--- src/rtl/input_unit_rc.sv ---
`default_nettype none
// ============================================================================
//  Module      : input_unit_rc
//  Description : Router input unit. A DEPTH-entry circular flit FIFO with a
//                show-ahead head, plus combinational XY route computation on
//                the head flit's destination field.
//  Revision    : 1.0 - initial release
// ============================================================================
module input_unit_rc #(
   parameter int DEPTH    = 8,
   parameter int WIDTH    = 3,
   parameter int DATASIZE = 40,
   parameter int X_COORD  = 0,
   parameter int Y_COORD  = 0
) (
   input  logic                clk,
   input  logic                rst,
   input  logic [DATASIZE-1:0] data_in,
   input  logic                data_valid,
   output logic                full,
   input  logic                ready,
   output logic [3:0]          label,
   output logic [DATASIZE-1:0] data_out,
   output logic [WIDTH:0]      occupancy
);

   localparam logic [WIDTH:0] C_DEPTH = (WIDTH+1)'(DEPTH);
   localparam logic [1:0]     C_X     = 2'(X_COORD);
   localparam logic [1:0]     C_Y     = 2'(Y_COORD);

   // One-hot output-port requests; all ones means eject to the local port.
   localparam logic [3:0] C_LBL_NONE = 4'b0000;
   localparam logic [3:0] C_LBL_N    = 4'b0001;
   localparam logic [3:0] C_LBL_E    = 4'b0010;
   localparam logic [3:0] C_LBL_S    = 4'b0100;
   localparam logic [3:0] C_LBL_W    = 4'b1000;
   localparam logic [3:0] C_LBL_L    = 4'b1111;

   logic [DATASIZE-1:0] mem_q [DEPTH];
   logic [WIDTH-1:0]    wr_ptr_q, wr_ptr_d;
   logic [WIDTH-1:0]    rd_ptr_q, rd_ptr_d;
   logic [WIDTH:0]      count_q,  count_d;

   logic                w_push;
   logic                w_pop;
   logic                w_empty;
   logic [DATASIZE-1:0] w_head;
   logic [3:0]          w_dst;
   logic [1:0]          w_dx;
   logic [1:0]          w_dy;

   // A push while full is refused outright, even if a pop frees a slot this
   // same cycle; full is derived only from the registered count.
   assign full    = (count_q == C_DEPTH);
   assign w_empty = (count_q == '0);
   assign w_push  = data_valid & ~full;
   assign w_pop   = ready & ~w_empty;

   // Next-state pointers and count; pointers wrap naturally at DEPTH.
   always_comb begin
      wr_ptr_d = wr_ptr_q;
      rd_ptr_d = rd_ptr_q;
      count_d  = count_q;
      if (w_push) begin
         wr_ptr_d = wr_ptr_q + 1'b1;
      end
      if (w_pop) begin
         rd_ptr_d = rd_ptr_q + 1'b1;
      end
      case ({w_push, w_pop})
         2'b10:   count_d = count_q + 1'b1;
         2'b01:   count_d = count_q - 1'b1;
         default: count_d = count_q;
      endcase
   end

   // Pointer and count registers; reset discards every stored flit.
   always_ff @(posedge clk or posedge rst) begin
      if (rst) begin
         wr_ptr_q <= '0;
         rd_ptr_q <= '0;
         count_q  <= '0;
      end else begin
         wr_ptr_q <= wr_ptr_d;
         rd_ptr_q <= rd_ptr_d;
         count_q  <= count_d;
      end
   end

   // Storage array; left uncleared by reset since the count masks stale data.
   always_ff @(posedge clk) begin
      if (w_push) begin
         mem_q[wr_ptr_q] <= data_in;
      end
   end

   // Show-ahead head: no bypass path, so a new flit is seen one cycle later.
   assign w_head    = mem_q[rd_ptr_q];
   assign data_out  = w_empty ? '0 : w_head;
   assign occupancy = count_q;

   assign w_dst = w_head[DATASIZE-5 -: 4];
   assign w_dx  = w_dst[3:2];
   assign w_dy  = w_dst[1:0];

   // Dimension-ordered XY routing: resolve X first, then Y, else eject.
   always_comb begin
      label = C_LBL_NONE;
      if (!w_empty) begin
         if (w_dx > C_X) begin
            label = C_LBL_E;
         end else if (w_dx < C_X) begin
            label = C_LBL_W;
         end else if (w_dy > C_Y) begin
            label = C_LBL_S;
         end else if (w_dy < C_Y) begin
            label = C_LBL_N;
         end else begin
            label = C_LBL_L;
         end
      end
   end

endmodule
`default_nettype wire

--- config.mk ---
export PLATFORM = sky130hd
export DESIGN_NAME = input_unit_rc
export DESIGN_NICKNAME = d
export VERILOG_FILES = /design/src/rtl/input_unit_rc.sv
export SDC_FILE = /design/constraint.sdc
export NUM_CORES = 1
export LEC_CHECK = 0
export CORE_ASPECT_RATIO = 0.5
export CORE_MARGIN = 2
export CORE_UTILIZATION = 25
export CTS_CLUSTER_SIZE = 10
export DETAILED_ROUTE_END_ITERATION = 10
export MAX_ROUTING_LAYER = met4
export PLACE_DENSITY_LB_ADDON = 0.25
export SYNTH_ARGS = -nofsm -noshare
export SYNTH_HDL_FRONTEND = slang
export SYNTH_SLANG_ARGS = --single-unit
--- constraint.sdc ---
create_clock -name clk -period 11.8 [get_ports clk]
set_input_delay 2.36 -clock clk [delete_from_list [all_inputs] [get_ports clk]]
set_output_delay 2.36 -clock clk [all_outputs]
set_load 0.005 [all_outputs]
==> impl_metrics.toml, run 1 <==
[outcome]
status = "completed"

[clock_tree]
cts_tree = "built"
cts_resized = 0
clk_latency_ns = 0.51
cts_num_sinks = 330
cts_hold_buf = 0
clkTransAtPathRegs_ns = 0.05
root_buffer = "clkbuf_16"
postCtsSetupRepairBufs = 0
h-tree-depth = 2
numCtsBuffers = 39
cts_buffer_depth = 3

[die]
die-area_sq_um = 53300
fp.dieW_microns = 324
initial_utilization_pct = 25.4
num_rows = 58
ioPinCount = 93
core_sq_um = 50400
die_y_microns = 164

[yosys]
synthAdderAreaFrac_pct = 0.488
synth_simple_gate_area_share_pct = 2.50
synthCells = 573
synth_compound_area_share_pct = 0.302
synth_cell_types = 32
synth_area_leaders = "edfxtp_1, mux4_2, mux2i_1"
yosysMostFrequentCell = "edfxtp_1"
synth_top_area_share_pct = 74.9
ys.flop_type = "edfxtp_1"
ys_seq_elements = 330
yosysSeqAreaShare_pct = 76.8
synth_edf_count = 320
synth_top_area_cell = "edfxtp_1"
syn_nets = 622
syn_avg_cell_area_sq_um = 22.4
synth_top_family_by_area = "multiplexers"
synth_area_sq_um = 12800
ys_async_sr_fraction_pct = 3.03
yosysWarnings = 0
synthMuxAreaShare_pct = 17.3
synth_xor_area_share_pct = 0.546
synthTopCellsByCount = "edfxtp_1, mux4_2, nor2_1"

[cells_and_area]
fin_area_sq_um = 15600
areaGrowthSynthToFinish_pct = 21.5
num-nets-final = 738
drive_above_1_share_pct = 21.3
antenna_cells = 0

[sta]
fmax_mhz = 155
setup_viol = 0
finalHoldViolCount = 0
slew_headroom_pct = 34.3
tightest_slew_ns = 0.985
fin_tns_setup_ns = 0
drv_slew = 0
grt_setup_unrepaired = "false"
clock_skew_ns = 0.00828
layout_min_cycle_time_ns = 6.47
period_share_pct = 54.8

[drt]
num_vias = 5865
dr.pass1.iters = 5
drc = 0
routedWlPerCell_microns = 19.6
drt-initial-drc-count = 238
ant_nets = 0
drt_wl_total_microns = 27200
vias_per_cell = 4.23

[power]
cellPowerDensity_nw_per_um2 = 247
vdd_drop_max_uv = 129
leakagePower_nw = 4.96

[global_routing]
grt_pass1_vias = 6444
overflow = 0
grt.total_usage_pct = 10.5
grt_antenna_before_repair = 0
grt_pass1_wl_microns = 40400
grt_max_degree = 59

[run]
cap_viol_max_count = 0

[min_path]
hold_class = "reg -> reg"

[worst_setup_path]
cp.arrival_ns = 4.11
cp-start-kind = "flop"
cp-end-kind = "output pin"
cp.required_ns = 9.44
path_max_fanout = 43
path_class = "reg -> out"

[placed_design]
place_area_sq_um = 14500
dp_hpwl_microns = 13300
io_buffers = 92
gp_congestion = 0.674
[metrics by stage]
stage	power [W]	worst slack [ns]	hold WS, ns	cells	util, %
2_1_floorplan	0.00235	5.72	0.485	573	-
3_3_place_gp	0.00287	5.67	0.506	1338	28.8
3_5_place_dp	0.00289	5.64	0.525	1338	28.8
4_1_cts	0.00394	5.08	0.535	1388	30.9
5_1_grt	0.00407	4.91	0.577	1388	30.9
6_report	0.00386	5.33	0.538	1388	30.9
[worst paths after layout]
| path | from | endpoint | slack, ns | cells past startpoint |
|---|---|---|---|---|
| min in group asynchronous | rst | occupancy[3] | 2.15 | 2 |
| hold / removal | wr_ptr_q[0] | wr_ptr_q[0] | 0.54 | 2 |
| hold reg to reg | wr_ptr_q[0] | wr_ptr_q[0] | 0.54 | 2 |
| setup / recovery | rd_ptr_q[0] | label[3] | 5.33 | 6 |
| setup reg to reg | occupancy[0] | occupancy[2] | 8.87 | 10 |
| max in group asynchronous | rst | rd_ptr_q[0] | 9.32 | 2 |
[kinds of logic after synthesis]
logic type               count (synthesis)
multiplexers                           122
flip-flops                             330
AND/OR/NAND/NOR                         71
adder cells (fa/ha/maj)                  5
XOR/XNOR                                 8
buffers and inverters                   31
AO/OA/AOI/OAI                            6
[registers in the layout, indices dropped and copies added, names as in the netlist]
register   count
mem_q        320
occupancy      4
rd_ptr_q       3
wr_ptr_q       3
[report_power, final]
part / internal, W / leakage, nW / switching [W] / total, W
logic: 0.000661 / 1.42 / 0.000563 / 0.00122
registers: 0.00148 / 3.02 / 0.000117 / 0.00160
clock network: 0.000619 / 0.519 / 0.000418 / 0.00104
total: 0.00276 / 4.96 / 0.00110 / 0.00386
[cell usage in the layout (no fill, tap or decap), types with 5 or more instances in the layout]
master           Yosys  routed
mux2i_1             40      40
clkdlybuf4s50_1      0      92
buf_4                1      12
nor2_4               0       6
mux4_2              80      80
nand2_1             11      11
edfxtp_1           320     320
clkbuf_1             9       8
dfrtp_1             10       7
xor2_1               5       5
ha_1                 5       5
nor2_1              48      42
clkbuf_16            0      41
[worst max-delay path, cell delays in order (launching register included)]
cell and delay [ns]:
dfrtp_4 1.03, buf_4 0.80, mux4_2 0.59, mux2i_1 0.29
nand2_1 0.13, nor3_2 0.21, clkdlybuf4s50_1 0.54
[per-layer routing]
| layer | vias to the layer above | track usage, % | part of all wire (%) |
|---|---|---|---|
| met5 | - | - | 0 |
| met4 | 0 | 3.15 | 1.7 |
| met3 | 34 | 1.96 | 3.1 |
| met2 | 73 | 18.8 | 53 |
| met1 | 3175 | 12.2 | 42 |
| li1 | 2583 | - | - |
[area by class of cell]
type | instances | area [sq um]
clock inverter | 1 | 8.76
sequential | 330 | 9870
fill | 4837 | 34800
clock buffer | 49 | 1060
tap | 690 | 863
multi-input combinational | 212 | 2770
timing repair buffer | 104 | 1010
inverter | 2 | 7.51
Note: power is estimated with default switching activity, not from simulation.
==> run 2, diff against run 1 <==
==> constraint.sdc (replaced) <==
create_clock -name clk -period 5.5 [get_ports clk]
set_input_delay 1.1 -clock clk [delete_from_list [all_inputs] [get_ports clk]]
set_output_delay 1.1 -clock clk [all_outputs]
set_load 0.005 [all_outputs]
==> impl_metrics.toml, run 2 (synthesized netlist as in run 1, its figures left out) <==
[outcome]
status = "completed"

[drt]
drt-initial-drc-count = 397
drt-met1-wl_microns = 11500
num_vias = 5835
met3_length_microns = 871
routedWlPerCell_microns = 19.0
drt_wl_total_microns = 26500
ant_nets = 0
dr.pass1.iters = 4
wl_met2_microns = 13600
drc = 0
maxUsedRoutingLayer = "met4"
vias_per_cell = 4.19

[sta]
clock_skew_ns = 0.0146
tightest_slew_ns = 0.900
fmax_mhz = 237
grt_setup_unrepaired = "false"
setup_viol = 0
period_share_pct = 76.6
fin_tns_setup_ns = 0
finalHoldViolCount = 0
drv_slew = 0
layout_min_cycle_time_ns = 4.21
slew_headroom_pct = 39.8

[cells_and_area]
layout_common_cells = "edfxtp_1, clkdlybuf4s50_1, mux4_2"
num-nets-final = 742
multiInputGateArea_sq_um = 2770
regMostFlops = "mem_q"
nFillCells = 4848
final_common_cell = "edfxtp_1"
fin_area_sq_um = 15700
drive_above_1_share_pct = 22.0
antenna_cells = 0
areaGrowthSynthToFinish_pct = 22.1
seq_area_sq_um = 9870
largest_reg_flops = 320

[min_path]
worstHoldPathCells = 2
hold_path.startpoint = "wr_ptr_q[0]"
hold_class = "reg -> reg"
hold_end = "wr_ptr_q[0]"

[clock_tree]
postCtsSetupRepairBufs = 0
clkTransAtPathRegs_ns = 0.05
cts_tree = "built"
cts_num_sinks = 330
root_buffer = "clkbuf_16"
numCtsBuffers = 39
cts_resized = 0
h-tree-depth = 2
cts_hold_buf = 0
cts_buffer_depth = 3
clk_latency_ns = 0.53

[worst_setup_path]
rr_endpoint = "mem_q[4][5]"
cp_cell_sequence = "buf_4 > mux4_2 > mux2i_1 > nor2_1 > clkdlybuf4s50_1"
rrSetupSlack_ns = 2.65
cp-end-kind = "output pin"
cp.arrival_ns = 3.11
path_max_fanout = 24
path_class = "reg -> out"
r2r_cells = 5
slowest_stage = "dfrtp_4"
cp.required_ns = 4.40
rr_startpoint = "occupancy[1]"
cp-start-kind = "flop"
startpoint = "rd_ptr_q[0]"
max_stage_delay_ns = 0.75

[power]
vdd_drop_max_uv = 256
comb_power_share_pct = 31.1
clkPwrFrac_pct = 27.5
seq_power_share_pct = 41.4
leakagePower_nw = 5.00
power_switching_w = 0.00237
cellPowerDensity_nw_per_um2 = 532
sw_frac_of_total_pct = 28.4
internal_power_w = 0.00597

[global_routing]
grt_max_degree = 54
grt_antenna_before_repair = 0
grt_pass1_vias = 6234
grt_pass1_wl_microns = 39800
overflow = 0
grt.total_usage_pct = 10.3

[placed_design]
gp_congestion = 0.679
dp_hpwl_microns = 14400
place_area_sq_um = 14600
io_buffers = 92

[die]
ioPinCount = 93
die_y_microns = 164
die-area_sq_um = 53300
core_sq_um = 50400
initial_utilization_pct = 25.4
fp.dieW_microns = 324
num_rows = 58

[run]
cap_viol_max_count = 0
[run 2: per-stage QoR]
step                      worst slack [ns]  total power, W  hold WS, ns  cells  util (%)
after detailed placement              1.64         0.00621        0.535   1342      28.9
after CTS                             1.12         0.00852        0.546   1393      31.1
final                                 1.29         0.00833        0.543   1393      31.1
after global routing                  1.05         0.00879        0.574   1393      31.1
after floorplan                      0.680         0.00505        0.485    573         -
after global placement                1.66         0.00619        0.522   1342      28.9
[run 2: worst max path at each step]
stage,to,slack [ns],depth (start not counted)
6_report,data_out[13],1.29,5
2_1_floorplan,mem_q[0][0],0.68,3
3_3_place_gp,mem_q[2][34],1.66,5
5_1_grt,data_out[10],1.05,5
3_5_place_dp,mem_q[4][11],1.64,5
4_1_cts,data_out[10],1.12,5
[run 2: cell type report]
class,count,area share [%]
Clock inverter,5,0.399
Multi-Input combinational cell,212,17.7
Inverter,2,0.0479
Tap cell,690,5.51
Timing Repair Buffer,108,6.80
Clock buffer,46,6.59
Sequential cell,330,63.0
[run 2: layer usage]
layer	GRT usage, %	vias up
met5	-	-
met4	3.13	0
met3	1.86	36
met2	17.7	92
met1	12.5	3121
li1	-	2586
[run 2: power by group through the flow]
stage | Sequential (W) | Clock (W) | Combinational, W
6_report | 0.00345 | 0.00229 | 0.00259
5_1_grt | 0.00351 | 0.00247 | 0.00282
4_1_cts | 0.00347 | 0.00236 | 0.00269
3_5_place_dp | 0.00352 | 0 | 0.00268
3_3_place_gp | 0.00351 | 0 | 0.00268
2_1_floorplan | 0.00331 | 0 | 0.00173
[run 2: critical path: cells and delay by family (launching register included)]
kind | cells | cell delay (ns)
buf+inv | 2 | 0.93
flops | 1 | 0.75
mux | 2 | 0.82
simple gates | 1 | 0.07
==> run 3, diff against run 2 <==
==> constraint.sdc (replaced) <==
create_clock -name clk -period 4 [get_ports clk]
set_input_delay 0.8 -clock clk [delete_from_list [all_inputs] [get_ports clk]]
set_output_delay 0.8 -clock clk [all_outputs]
set_load 0.005 [all_outputs]
==> impl_metrics.toml, run 3 (synthesized netlist as in run 1, its figures left out) <==
[drt]
drt-initial-drc-count = 351
num_vias = 5833
vias_per_cell = 4.18
ant_nets = 0
drt_wl_total_microns = 26500
routedWlPerCell_microns = 19.0
dr.pass1.iters = 4
drc = 0

[global_routing]
grt_antenna_before_repair = 0
grt_pass1_vias = 6246
grt_max_degree = 79
overflow = 0
grt.total_usage_pct = 10.3
grt_pass1_wl_microns = 39700

[sta]
timing.final.ws_setup_ns = 0.249
clock_skew_ns = 0.00965
fmax_mhz = 267
layout_min_cycle_time_ns = 3.75
setup_viol = 0
slew_headroom_pct = 60.6
fin_tns_setup_ns = 0
tightest_slew_ns = 0.591
finalHoldViolCount = 0
grt_setup_unrepaired = "false"
drv_slew = 0
period_share_pct = 93.8

[clock_tree]
clkTransAtPathRegs_ns = 0.06
h-tree-depth = 2
clk_latency_ns = 0.52
cts_resized = 0
numCtsBuffers = 39
cts_tree = "built"
postCtsSetupRepairBufs = 0
root_buffer = "clkbuf_16"
cts_hold_buf = 0
cts_num_sinks = 330
cts_buffer_depth = 3

[run]
cap_viol_max_count = 0

[worst_setup_path]
cp-start-kind = "flop"
crit_end = "label[3]"
startpoint = "rd_ptr_q[0]"
rrSetupSlack_ns = 1.10
cp-end-kind = "output pin"
rr_endpoint = "occupancy[2]"
cp.arrival_ns = 2.95
r2r_cells = 10
path_class = "reg -> out"
rr_startpoint = "occupancy[0]"
cp.required_ns = 3.20
path_max_fanout = 13

[die]
initial_utilization_pct = 25.4
die-area_sq_um = 53300
fp.dieW_microns = 324
die_y_microns = 164
ioPinCount = 93
num_rows = 58
core_sq_um = 50400

[power]
leakagePower_nw = 5.01
vdd_drop_max_uv = 368
cellPowerDensity_nw_per_um2 = 726
fin_total_pwr_w = 0.0114

[cells_and_area]
final_common_cell = "edfxtp_1"
layout_common_cells = "edfxtp_1, clkdlybuf4s50_1, mux4_2"
areaGrowthSynthToFinish_pct = 22.5
antenna_cells = 0
num-nets-final = 745
fin_area_sq_um = 15700
nFillCells = 4824
final_util_pct = 31.2
largest_reg_flops = 320
drive_above_1_share_pct = 22.0
regMostFlops = "mem_q"

[placed_design]
io_buffers = 92
pre_cts_ws_ns = 0.728
place_area_sq_um = 14700
dp_hpwl_microns = 14500
gp_congestion = 0.690

[min_path]
hold_class = "reg -> reg"

[outcome]
status = "completed"
-- run 3: per-stage QoR --
| step | cells | hold WS, ns |
|---|---|---|
| global placement | 1345 | 0.519 |
| finish | 1396 | 0.534 |
| CTS | 1396 | 0.539 |
| detailed placement | 1345 | 0.522 |
| floorplan | 573 | 0.485 |
| global route | 1396 | 0.593 |
-- run 3: area by class of cell --
class	count	area, sq um	area share (%)
Clock inverter	3	42.5	0.271
Inverter	2	7.51	0.0478
Clock buffer	48	1010	6.43
Timing Repair Buffer	111	1140	7.25
Sequential cell	330	9870	62.8
Multi-Input combinational cell	212	2780	17.7
Tap cell	690	863	5.49
-- run 3: critical path, stage by stage, from the launching register on --
cell and delay (ns):
dfrtp_4 0.55, buf_4 0.33, mux4_2 0.53, mux2i_1 0.19, nand2_1 0.11, nor3_2 0.19, clkdlybuf4s50_1 0.53
-- run 3: how the worst min path moves through the flow --
| stage | startpoint | to | slack [ns] | depth (start not counted) |
|---|---|---|---|---|
| after floorplan | wr_ptr_q[0] | wr_ptr_q[0] | 0.48 | 2 |
| after global placement | wr_ptr_q[0] | wr_ptr_q[0] | 0.52 | 2 |
| after detailed placement | wr_ptr_q[0] | wr_ptr_q[0] | 0.52 | 2 |
| after CTS | wr_ptr_q[0] | wr_ptr_q[0] | 0.54 | 2 |
| after global routing | wr_ptr_q[0] | wr_ptr_q[0] | 0.59 | 2 |
| final | wr_ptr_q[0] | wr_ptr_q[0] | 0.53 | 2 |
-- run 3: metal layers --
layer,vias up,GRT usage [%],part of all wire (%)
li1,2592,-,-
met1,3124,12.6,44
met2,64,17.5,51
met3,53,1.64,2.6
met4,0,3.36,2.2
met5,-,-,0
-- run 3: power by group --
part / total (W) / internal [W] / switching [W]
Clock: 0.00304 / 0.00181 / 0.00123
Combinational: 0.00375 / 0.00202 / 0.00173
Sequential: 0.00461 / 0.00436 / 0.000249
